`src/rtl/uart_pkg.sv`:
```
// Shared UART definitions used by both the receiver and the transmitter.
//   - rx_state_e     : receiver FSM state encoding
//   - CLK_HZ_DEF     : default system clock frequency (Hz)
//   - BIT_RATE_DEF   : default line rate (bit/s)
//   - cycles_per_bit : clock cycles per serial bit (truncating division)
package uart_pkg;

   localparam int unsigned CLK_HZ_DEF   = 50000000;
   localparam int unsigned BIT_RATE_DEF = 9600;

   typedef enum logic [1:0] {
      ST_IDLE  = 2'd0,
      ST_START = 2'd1,
      ST_DATA  = 2'd2,
      ST_STOP  = 2'd3
   } rx_state_e;

   function automatic int unsigned cycles_per_bit(input int unsigned clk_hz,
                                                  input int unsigned bit_rate);
      return clk_hz / bit_rate;
   endfunction

endpackage

```
`src/rtl/uart_rx_sync.sv`:
```
// Input conditioning for the UART receive line.
// Two flops bring the asynchronous pin into the clk domain; a third flop
// remembers the previous synchronized level so a high->low transition can
// be flagged. All three flops reset to the idle (high) level so reset never
// manufactures a false start edge.
//   clk       : system clock
//   reset     : synchronous active-high reset
//   rxd_async : raw serial pin
//   rxd_sync  : synchronized line level
//   fall_edge : high for one cycle when the synchronized line goes 1 -> 0
module uart_rx_sync (
   input  logic clk,
   input  logic reset,
   input  logic rxd_async,
   output logic rxd_sync,
   output logic fall_edge
);

   logic meta_q, meta_d;
   logic sync_q, sync_d;
   logic rxd_q,  rxd_d;

   always_comb begin
      meta_d = rxd_async;
      sync_d = meta_q;
      rxd_d  = sync_q;
   end

   always_ff @(posedge clk) begin
      if (reset) begin
         meta_q <= 1'b1;
         sync_q <= 1'b1;
         rxd_q  <= 1'b1;
      end else begin
         meta_q <= meta_d;
         sync_q <= sync_d;
         rxd_q  <= rxd_d;
      end
   end

   assign rxd_sync  = sync_q;
   assign fall_edge = rxd_q & ~sync_q;

endmodule

```
`src/rtl/uart_rx.sv`:
```
// UART receiver, 8N1 by default, LSB first.
// A start is a falling edge of the synchronized line seen in IDLE while
// enabled. Each bit is sampled at its midpoint; the received byte, a
// framing error or a line break is reported with a one-cycle pulse.
//   clk               : system clock
//   reset             : synchronous active-high reset
//   uart_rx_en        : gates only the IDLE -> START transition
//   uart_rxd          : asynchronous serial line, idles high
//   uart_rx_data      : last good byte, held until the next good frame
//   uart_rx_valid     : pulse, uart_rx_data just updated
//   uart_rx_frame_err : pulse, stop bit sampled low
//   uart_rx_break     : pulse, entire frame (stop included) sampled low
module uart_rx
   import uart_pkg::*;
#(
   parameter int unsigned CLK_HZ       = CLK_HZ_DEF,
   parameter int unsigned BIT_RATE     = BIT_RATE_DEF,
   parameter int unsigned PAYLOAD_BITS = 8
) (
   input  logic                    clk,
   input  logic                    reset,
   input  logic                    uart_rx_en,
   input  logic                    uart_rxd,
   output logic [PAYLOAD_BITS-1:0] uart_rx_data,
   output logic                    uart_rx_valid,
   output logic                    uart_rx_frame_err,
   output logic                    uart_rx_break
);

   localparam int unsigned CYCLES_PER_BIT = cycles_per_bit(CLK_HZ, BIT_RATE);
   localparam int unsigned CNT_W          = $clog2(CYCLES_PER_BIT);

   // The counter reads 0 in the cycle after the start edge, so the start
   // sample lands CYCLES_PER_BIT/2 cycles after the edge and every later
   // sample one full bit period after the previous one.
   localparam logic [CNT_W-1:0] HALF_LAST = CNT_W'(CYCLES_PER_BIT/2 - 1);
   localparam logic [CNT_W-1:0] FULL_LAST = CNT_W'(CYCLES_PER_BIT - 1);
   localparam logic [3:0]       BIT_LAST  = 4'(PAYLOAD_BITS - 1);

   if (CYCLES_PER_BIT < 4) begin : g_bad_rate
      $error("uart_rx: CLK_HZ/BIT_RATE must be at least 4");
   end

   logic rxd_sync;
   logic fall_edge;

   uart_rx_sync u_sync (
      .clk       (clk),
      .reset     (reset),
      .rxd_async (uart_rxd),
      .rxd_sync  (rxd_sync),
      .fall_edge (fall_edge)
   );

   rx_state_e               state_q, state_d;
   logic [CNT_W-1:0]        cnt_q,   cnt_d;
   logic [3:0]              bit_q,   bit_d;
   logic [PAYLOAD_BITS-1:0] shift_q, shift_d;
   logic [PAYLOAD_BITS-1:0] data_q,  data_d;
   logic                    valid_q, valid_d;
   logic                    ferr_q,  ferr_d;
   logic                    brk_q,   brk_d;
   logic                    pulse;

   // A new start is taken only from the cycle after a result pulse.
   assign pulse = valid_q | ferr_q | brk_q;

   always_comb begin
      state_d = state_q;
      cnt_d   = cnt_q + CNT_W'(1);
      bit_d   = bit_q;
      shift_d = shift_q;
      data_d  = data_q;
      valid_d = 1'b0;
      ferr_d  = 1'b0;
      brk_d   = 1'b0;

      case (state_q)
         ST_IDLE: begin
            cnt_d = '0;
            bit_d = '0;
            if (fall_edge && uart_rx_en && !pulse) state_d = ST_START;
         end
         ST_START: begin
            if (cnt_q == HALF_LAST) begin
               cnt_d = '0;
               // Line back high at mid start bit: treat as a glitch.
               state_d = rxd_sync ? ST_IDLE : ST_DATA;
            end
         end
         ST_DATA: begin
            if (cnt_q == FULL_LAST) begin
               cnt_d   = '0;
               shift_d = {rxd_sync, shift_q[PAYLOAD_BITS-1:1]};
               bit_d   = bit_q + 4'd1;
               if (bit_q == BIT_LAST) state_d = ST_STOP;
            end
         end
         ST_STOP: begin
            if (cnt_q == FULL_LAST) begin
               cnt_d   = '0;
               state_d = ST_IDLE;
               if (rxd_sync) begin
                  data_d  = shift_q;
                  valid_d = 1'b1;
               end else if (shift_q == '0) begin
                  brk_d = 1'b1;
               end else begin
                  ferr_d = 1'b1;
               end
            end
         end
         default: state_d = ST_IDLE;
      endcase
   end

   always_ff @(posedge clk) begin
      if (reset) begin
         state_q <= ST_IDLE;
         cnt_q   <= '0;
         bit_q   <= '0;
         shift_q <= '0;
         data_q  <= '0;
         valid_q <= 1'b0;
         ferr_q  <= 1'b0;
         brk_q   <= 1'b0;
      end else begin
         state_q <= state_d;
         cnt_q   <= cnt_d;
         bit_q   <= bit_d;
         shift_q <= shift_d;
         data_q  <= data_d;
         valid_q <= valid_d;
         ferr_q  <= ferr_d;
         brk_q   <= brk_d;
      end
   end

   assign uart_rx_data      = data_q;
   assign uart_rx_valid     = valid_q;
   assign uart_rx_frame_err = ferr_q;
   assign uart_rx_break     = brk_q;

endmodule

```
`config.mk`:
```
export PLATFORM = sky130hd
export DESIGN_NAME = uart_rx
export DESIGN_NICKNAME = d
export VERILOG_FILES = /design/src/rtl/uart_pkg.sv /design/src/rtl/uart_rx_sync.sv /design/src/rtl/uart_rx.sv
export SDC_FILE = /design/constraint.sdc
export NUM_CORES = 1
export LEC_CHECK = 0
export ABC_CLOCK_PERIOD_IN_PS = 6270
export CAP_MARGIN = 15
export CORE_ASPECT_RATIO = 1.4
export CORE_UTILIZATION = 50
export DETAILED_ROUTE_END_ITERATION = 10
export PLACE_DENSITY = 0.68
export SLEW_MARGIN = 20
export SYNTH_ARGS = -nofsm -noshare
export SYNTH_HDL_FRONTEND = slang
export SYNTH_SLANG_ARGS = --single-unit
```
`constraint.sdc`:
```
create_clock -name clk -period 6.27 [get_ports clk]
set_input_delay 1.254 -clock clk [delete_from_list [all_inputs] [get_ports clk]]
set_output_delay 1.254 -clock clk [all_outputs]
set_load 0.02 [all_outputs]
```
==> impl_metrics.json <==
{
  "drc_errors": 0,
  "ys.flop_type": "dfxtp_1",
  "min_from": "u_sync.meta_q",
  "cts_setup_buffers": 0,
  "n_antenna_cell": 0,
  "synth_nets": 197,
  "clock_path_buffers": 2,
  "numCtsBuffers": 5,
  "cp-start-kind": "input port",
  "hold_depth": 1,
  "mostFrequentLayoutCell": "dfxtp_1",
  "synth_top_area_share": 0.462,
  "rr_startpoint": "cnt_q[5]",
  "tritoncts": "yes",
  "wl_per_cell_um": 14.1,
  "timing.rr.end": "cnt_q[6]",
  "setup_violations": 0,
  "grt.total_usage": 0.206,
  "insertion_delay_ns": 0.29,
  "drv_cap": 0,
  "synth_edf_count": 0,
  "final_util": 0.607,
  "total_leakage_power_nw": 0.626,
  "n_fill_cell": 297,
  "min_period_ns": 2.83,
  "vias": 1432,
  "fp.coreArea_um2": 3380,
  "peakVddDrop_mv": 0.197,
  "yosys.cell_types.count": 35,
  "fin_tns_setup_ns": 0,
  "fmax_mhz": 354,
  "htree_num_levels": 2,
  "async_flop_share": 0,
  "multi_input_area_um2": 908,
  "grt_max_degree": 28,
  "die_x_um": 52.4,
  "hp-class": "flop to flop",
  "synthTopCellsByArea": "dfxtp_1, mux2i_1, nor2_1",
  "dp_hpwl_um": 2450,
  "start_util": 0.526,
  "io_pins": 15,
  "ys.warnings.count": 0,
  "antenna_found_initial": 0,
  "die_area_um2": 3800,
  "drt_first_pass_iters": 4,
  "vias_per_cell": 5.84,
  "required_ns": 6.41,
  "nets": 210,
  "grt_pass1_vias": 1340,
  "finClkSkew_ns": 0.00730,
  "drive_above_1_share": 0.0683,
  "worstPathMaxFanout": 27,
  "synth_area_per_cell_um2": 9.30,
  "grt-ovfl-total": 0,
  "rsz0062_at_grt": "false",
  "reg2reg_depth": 4,
  "slew_headroom": 0.391,
  "syn_area_um2": 1780,
  "synth_top_area_cell": "dfxtp_1",
  "synth-seq-area-share": 0.462,
  "fp.dieH_um": 72.5,
  "setup.worst_path.end_class": "flop",
  "fin_crit_sh": 0.451,
  "status": "finished clean",
  "layout_common_cells": "dfxtp_1, nor2_1, mux2i_1",
  "cts.sinks": 41,
  "regArea_um2": 821,
  "port_buffers": 14,
  "drt-initial-drc-count": 23,
  "ys_ff_latch": 41,
  "synthCells": 191,
  "cts_root_buf": "clkbuf_8",
  "ctsHoldBuffers": 0,
  "cp.arrival_ns": 2.96,
  "power_density_nw_per_um2": 236,
  "area_growth_syn_to_layout_pct": 15.4,
  "drv_slew": 0,
  "grt_pass1_wl_um": 5820,
  "hold_viol": 0,
  "num_rows": 25,
  "post_cts_resized": 0,
  "tightest_slew_ns": 0.910,
  "wirelength_um": 3450,
  "ant_nets": 0,
  "min_delay_worst_endpoint": "u_sync.rxd_sync",
  "routabilityCongestion": 0.792,
  "clk_pin_slew_ns": 0.07,
  "reg2reg_slack_ns": 3.90,
  "critPathKind": "input port to flop"
}
-- Yosys cell counts, types with 3 or more instances --
cell type / instances
nor4_1: 6
nand3_1: 10
nand4_1: 5
or2_2: 4
xor2_1: 3
xnor2_1: 8
clkbuf_1: 6
nand2_1: 12
dfxtp_1: 41
nor4bb_1: 3
nor3_1: 7
inv_1: 4
nor2_1: 32
mux2i_1: 16
nor4b_1: 3
a31oi_1: 4
-- state kept, by name, summed over array words and instances, names as in the netlist, named ones only --
signal             cells
u_sync.rxd_sync        1
shift_q                8
state_q                1
uart_rx_frame_err      1
cnt_q                 13
u_sync.rxd_q           1
uart_rx_valid          1
u_sync.meta_q          1
bit_q                  4
uart_rx_break          1
uart_rx_data           8
-- worst max-delay path, cell delays in order --
cell and delay (ns):
clkdlybuf4s50_1 1.07, o21bai_1 0.52, nor2_1 0.11
-- how the worst max path moves through the flow --
stage	startpoint	cells after the start	endpoint	slack, ns
floorplan	reset	4	cnt_q[10]	4.24
global placement	reset	3	cnt_q[12]	3.22
detailed placement	reset	3	cnt_q[6]	3.15
CTS	reset	3	cnt_q[6]	3.45
global route	reset	3	cnt_q[12]	3.28
finish	reset	3	cnt_q[6]	3.44
-- routing by layer --
layer	track usage	wire, um	vias to the layer above
met3	0.0587	97	8
met1	0.229	1490	687
met4	0.0936	74	0
li1	-	-	704
met2	0.352	1780	33
met5	0	0	-
-- stage by stage --
stage          total power, mW  setup slack [ns]  hold slack [ns]  cells  area (um2)
2_1_floorplan            0.273              4.24            0.389    191        1780
3_3_place_gp             0.275              3.22            0.400    237        1930
3_5_place_dp             0.276              3.15            0.396    237        1930
4_1_cts                  0.489              3.45            0.414    245        2050
5_1_grt                  0.500              3.28            0.430    245        2050
6_report                 0.483              3.44            0.416    245        2050
-- power breakdown --
part	switching, mW	leakage [nW]	internal [mW]
Clock	0.0836	0.0585	0.130
Sequential	0.00140	0.331	0.261
Combinational	0.00401	0.237	0.00301
Total	0.0891	0.626	0.394
-- logic make-up after synthesis --
logic type	after synthesis	share of synthesized area
AND/OR/NAND/NOR	95	0.299
flip-flops	41	0.462
multiplexers	16	0.0901
AO/OA/AOI/OAI	14	0.0535
buffers and inverters	12	0.0268
XOR/XNOR	11	0.0542
adder cells (fa/ha/maj)	2	0.0141
-- layout make-up --
class,count,area share
inverters,4,0.00732
multi-input cells,138,0.443
clock buffers,7,0.0421
flip-flops and latches,41,0.400
clock inverters,1,0.0146
well taps,40,0.0244
repair buffers,14,0.0683
(Power assumes the default switching activity.)
==> RTL edit, RTL diff (config.mk and constraints unchanged) <==
Take the reset off `shift_q` and `data_q` and load them in a clocked block of their own.
--- a/src/rtl/uart_rx.sv
+++ b/src/rtl/uart_rx.sv
@@ -119,8 +119,6 @@
          state_q <= ST_IDLE;
          cnt_q   <= '0;
          bit_q   <= '0;
-         shift_q <= '0;
-         data_q  <= '0;
          valid_q <= 1'b0;
          ferr_q  <= 1'b0;
          brk_q   <= 1'b0;
@@ -128,12 +126,15 @@
          state_q <= state_d;
          cnt_q   <= cnt_d;
          bit_q   <= bit_d;
-         shift_q <= shift_d;
-         data_q  <= data_d;
          valid_q <= valid_d;
          ferr_q  <= ferr_d;
          brk_q   <= brk_d;
       end
+   end
+
+   always_ff @(posedge clk) begin
+      shift_q <= shift_d;
+      data_q  <= data_d;
    end
 
    assign uart_rx_data      = data_q;
Check against the original RTL: same outputs for any inputs over 10 cycles, from zero or initial values and one cycle with reset high; that may be too few to reach the edited logic, so the function may still have changed.
==> RTL edit against the unedited design <==
Critical path depth fell by 2. Routed wire length fell by 17%. Sequential cell count did not move. Via count fell by 19%. Design area fell by 4.5%. Total power rose by 8.5%. Sequential power rose by 5%. Worst setup slack improved by 0.33 ns. Utilization rose by 1.4 points. Count of clock-buffer cells in the layout fell by 2. Die area fell by 6.3%. Worst hold slack got worse by 0.0060 ns. Synthesized area fell by 6.5%. First-iteration DRC count fell by 39%.
==> RTL edit: results (changes against the unedited design) <==
{| class="wikitable"
! Metric !! Value
|-
| Max FFs per register || 13 (unchanged)
|-
| Reg-to-Reg End || shift_q[6]$_DFFE_PP_
|-
| Met1 layer wirelength in the final routing || 1150 µm (-23%)
|-
| Result of the run || finished, final reports clean
|-
| Routability cong. || 0.813 (+2.6%)
|-
| Signal arrival time at the worst endpoint || 1.24 ns (-1.72 ns)
|-
| Total met3 wirelength after detailed routing || 117 µm (+21%)
|-
| Final setup skew || 0.00586 ns (-0.00144 ns)
|-
| Clk buf depth || 2 (unchanged)
|-
| Worst-case vdd ir drop || 244 µV (+24%)
|-
| Clock buffer count from CTS || 5 (unchanged)
|-
| Wire length after detailed routing || 2850 µm (-17%)
|-
| Number of antenna violations at the first check in global routing || 0 (unchanged)
|-
| Library cells used by synthesis || 38 (+8.6%)
|-
| Filler cell count || 273 (-8.1%)
|-
| Compound-gate portion of the synthesized area || 6.63% (+1.3 points)
|-
| Routed vias/inst || 5.66 (-3.2%)
|-
| Iteration-0 DRC Markers || 14 (-39%)
|-
| Register-to-register setup slack || 4.08 ns (+0.18 ns)
|-
| Reported leakage power || 0.000626 µW (about the same)
|-
| Share of layout cells above drive strength 1 || 8.98% (+2.2 points)
|-
| Via count of the first global-routing pass || 1100 (-18%)
|-
| Worst-path fanout max || 2 (-93%)
|-
| Met2 Routed Length || 1520 µm (-15%)
|-
| Reg2reg start || cnt_q[0]$_SDFF_PP0_
|-
| Tightest Pin Transition || 0.654 ns (-0.256 ns)
|-
| R2r worst-path depth || 4 (unchanged)
|-
| Detailed-route via count || 1166 (-19%)
|-
| Number of post-CTS setup repair buffers || 0 (unchanged)
|-
| Post-synth EDFFs || 16 (+16)
|-
| HPWL after detailed placement || 2100 µm (-14%)
|-
| Adder-cell area share of the yosys netlist || 1.51% (+0.098 points)
|-
| Post-layout nets || 172 (-18%)
|-
| Number of placed cells counting well taps || 198 (-16%)
|-
| Total nets after synthesis || 155 (-21%)
|-
| Portion of the post-synthesis area used by sequential elements || 59.0% (+13 points)
|-
| Pin count of the biggest net entering global routing || 15 (-46%)
|-
| Number of instances in the synthesized netlist || 149 (-22%)
|-
| Global-route usage over all layers || 18.4% (-2.2 points)
|-
| Top post-synthesis cells by count || dfxtp_1, nor2_1, edfxtp_1
|-
| Global-route wire length before repair || 4820 µm (-17%)
|-
| Share of cell area taken by muxes after synthesis || 1.20% (-7.8 points)
|-
| CP delay by family, top || buffers and inverters
|-
| Xor/xnor share of the synthesized area || 5.80% (+0.38 points)
|-
| Synth top area cells || dfxtp_1, edfxtp_1, nor2_1
|}
RTL edit: changes by cell type after synthesis, sizes merged, moves of 3 or more:
cell / unedited run / this run
xor2: 3 / 6
nor4bb: 3 / 0
dfxtp: 41 / 25
nor3: 7 / 3
nand3: 10 / 4
clkbuf: 6 / 2
edfxtp: 0 / 16
and4: 0 / 3
nor2: 32 / 18
mux2i: 16 / 2
xnor2: 8 / 5
nand4: 5 / 8
RTL edit: per-layer routing:
metal,up-vias,track usage (%)
met5,-,0
met4,0,8.33
met3,5,5.88
met2,31,31.6
met1,552,20.1
li1,578,-
RTL edit: logic make-up after synthesis:
logic type	count (synthesis)
compound gates	15
xor+xnor	11
fa+ha+maj	2
buf+inv	9
flops	41
mux	2
simple gates	69
RTL edit: stage by stage:
step / total power (µW) / util, % / hold WS, ns / cell area [µm²] / setup WS (ns)
finish: 524 / 62.1 / 0.410 / 1960 / 3.77
global route: 538 / 62.1 / 0.432 / 1960 / 3.74
CTS: 530 / 62.0 / 0.412 / 1950 / 3.76
detailed placement: 287 / 57.7 / 0.394 / 1820 / 3.61
global placement: 287 / 57.7 / 0.394 / 1820 / 3.69
floorplan: 285 / - / 0.389 / 1660 / 4.19
RTL edit: how the worst max path moves through the flow:
stage / slack, ns / to / from / depth (start not counted)
final: 3.77 / uart_rx_frame_err / uart_rx_frame_err$_SDFF_PP0_ / 1
after detailed placement: 3.61 / state_q[0]$_SDFFE_PP0P_ / uart_rx_en / 5
after floorplan: 4.19 / uart_rx_data[0]$_DFFE_PP_ / cnt_q[0]$_SDFF_PP0_ / 4
after global placement: 3.69 / state_q[0]$_SDFFE_PP0P_ / uart_rx_en / 5
after global routing: 3.74 / uart_rx_frame_err / uart_rx_frame_err$_SDFF_PP0_ / 1
after CTS: 3.76 / uart_rx_frame_err / uart_rx_frame_err$_SDFF_PP0_ / 1
RTL edit: area by class of cell:
type / instances / share of cell area (%)
flip-flops and latches: 41 / 50.1
multi-input cells: 99 / 32.5
repair buffers: 14 / 7.15
clock buffers: 5 / 3.51
clock inverters: 3 / 3.32
well taps: 39 / 2.49
inverters: 5 / 0.958
RTL edit: power breakdown:
group,switching (µW),internal (µW)
sequential,0.671,275
combinational,2.21,2.71
clock,85.2,158
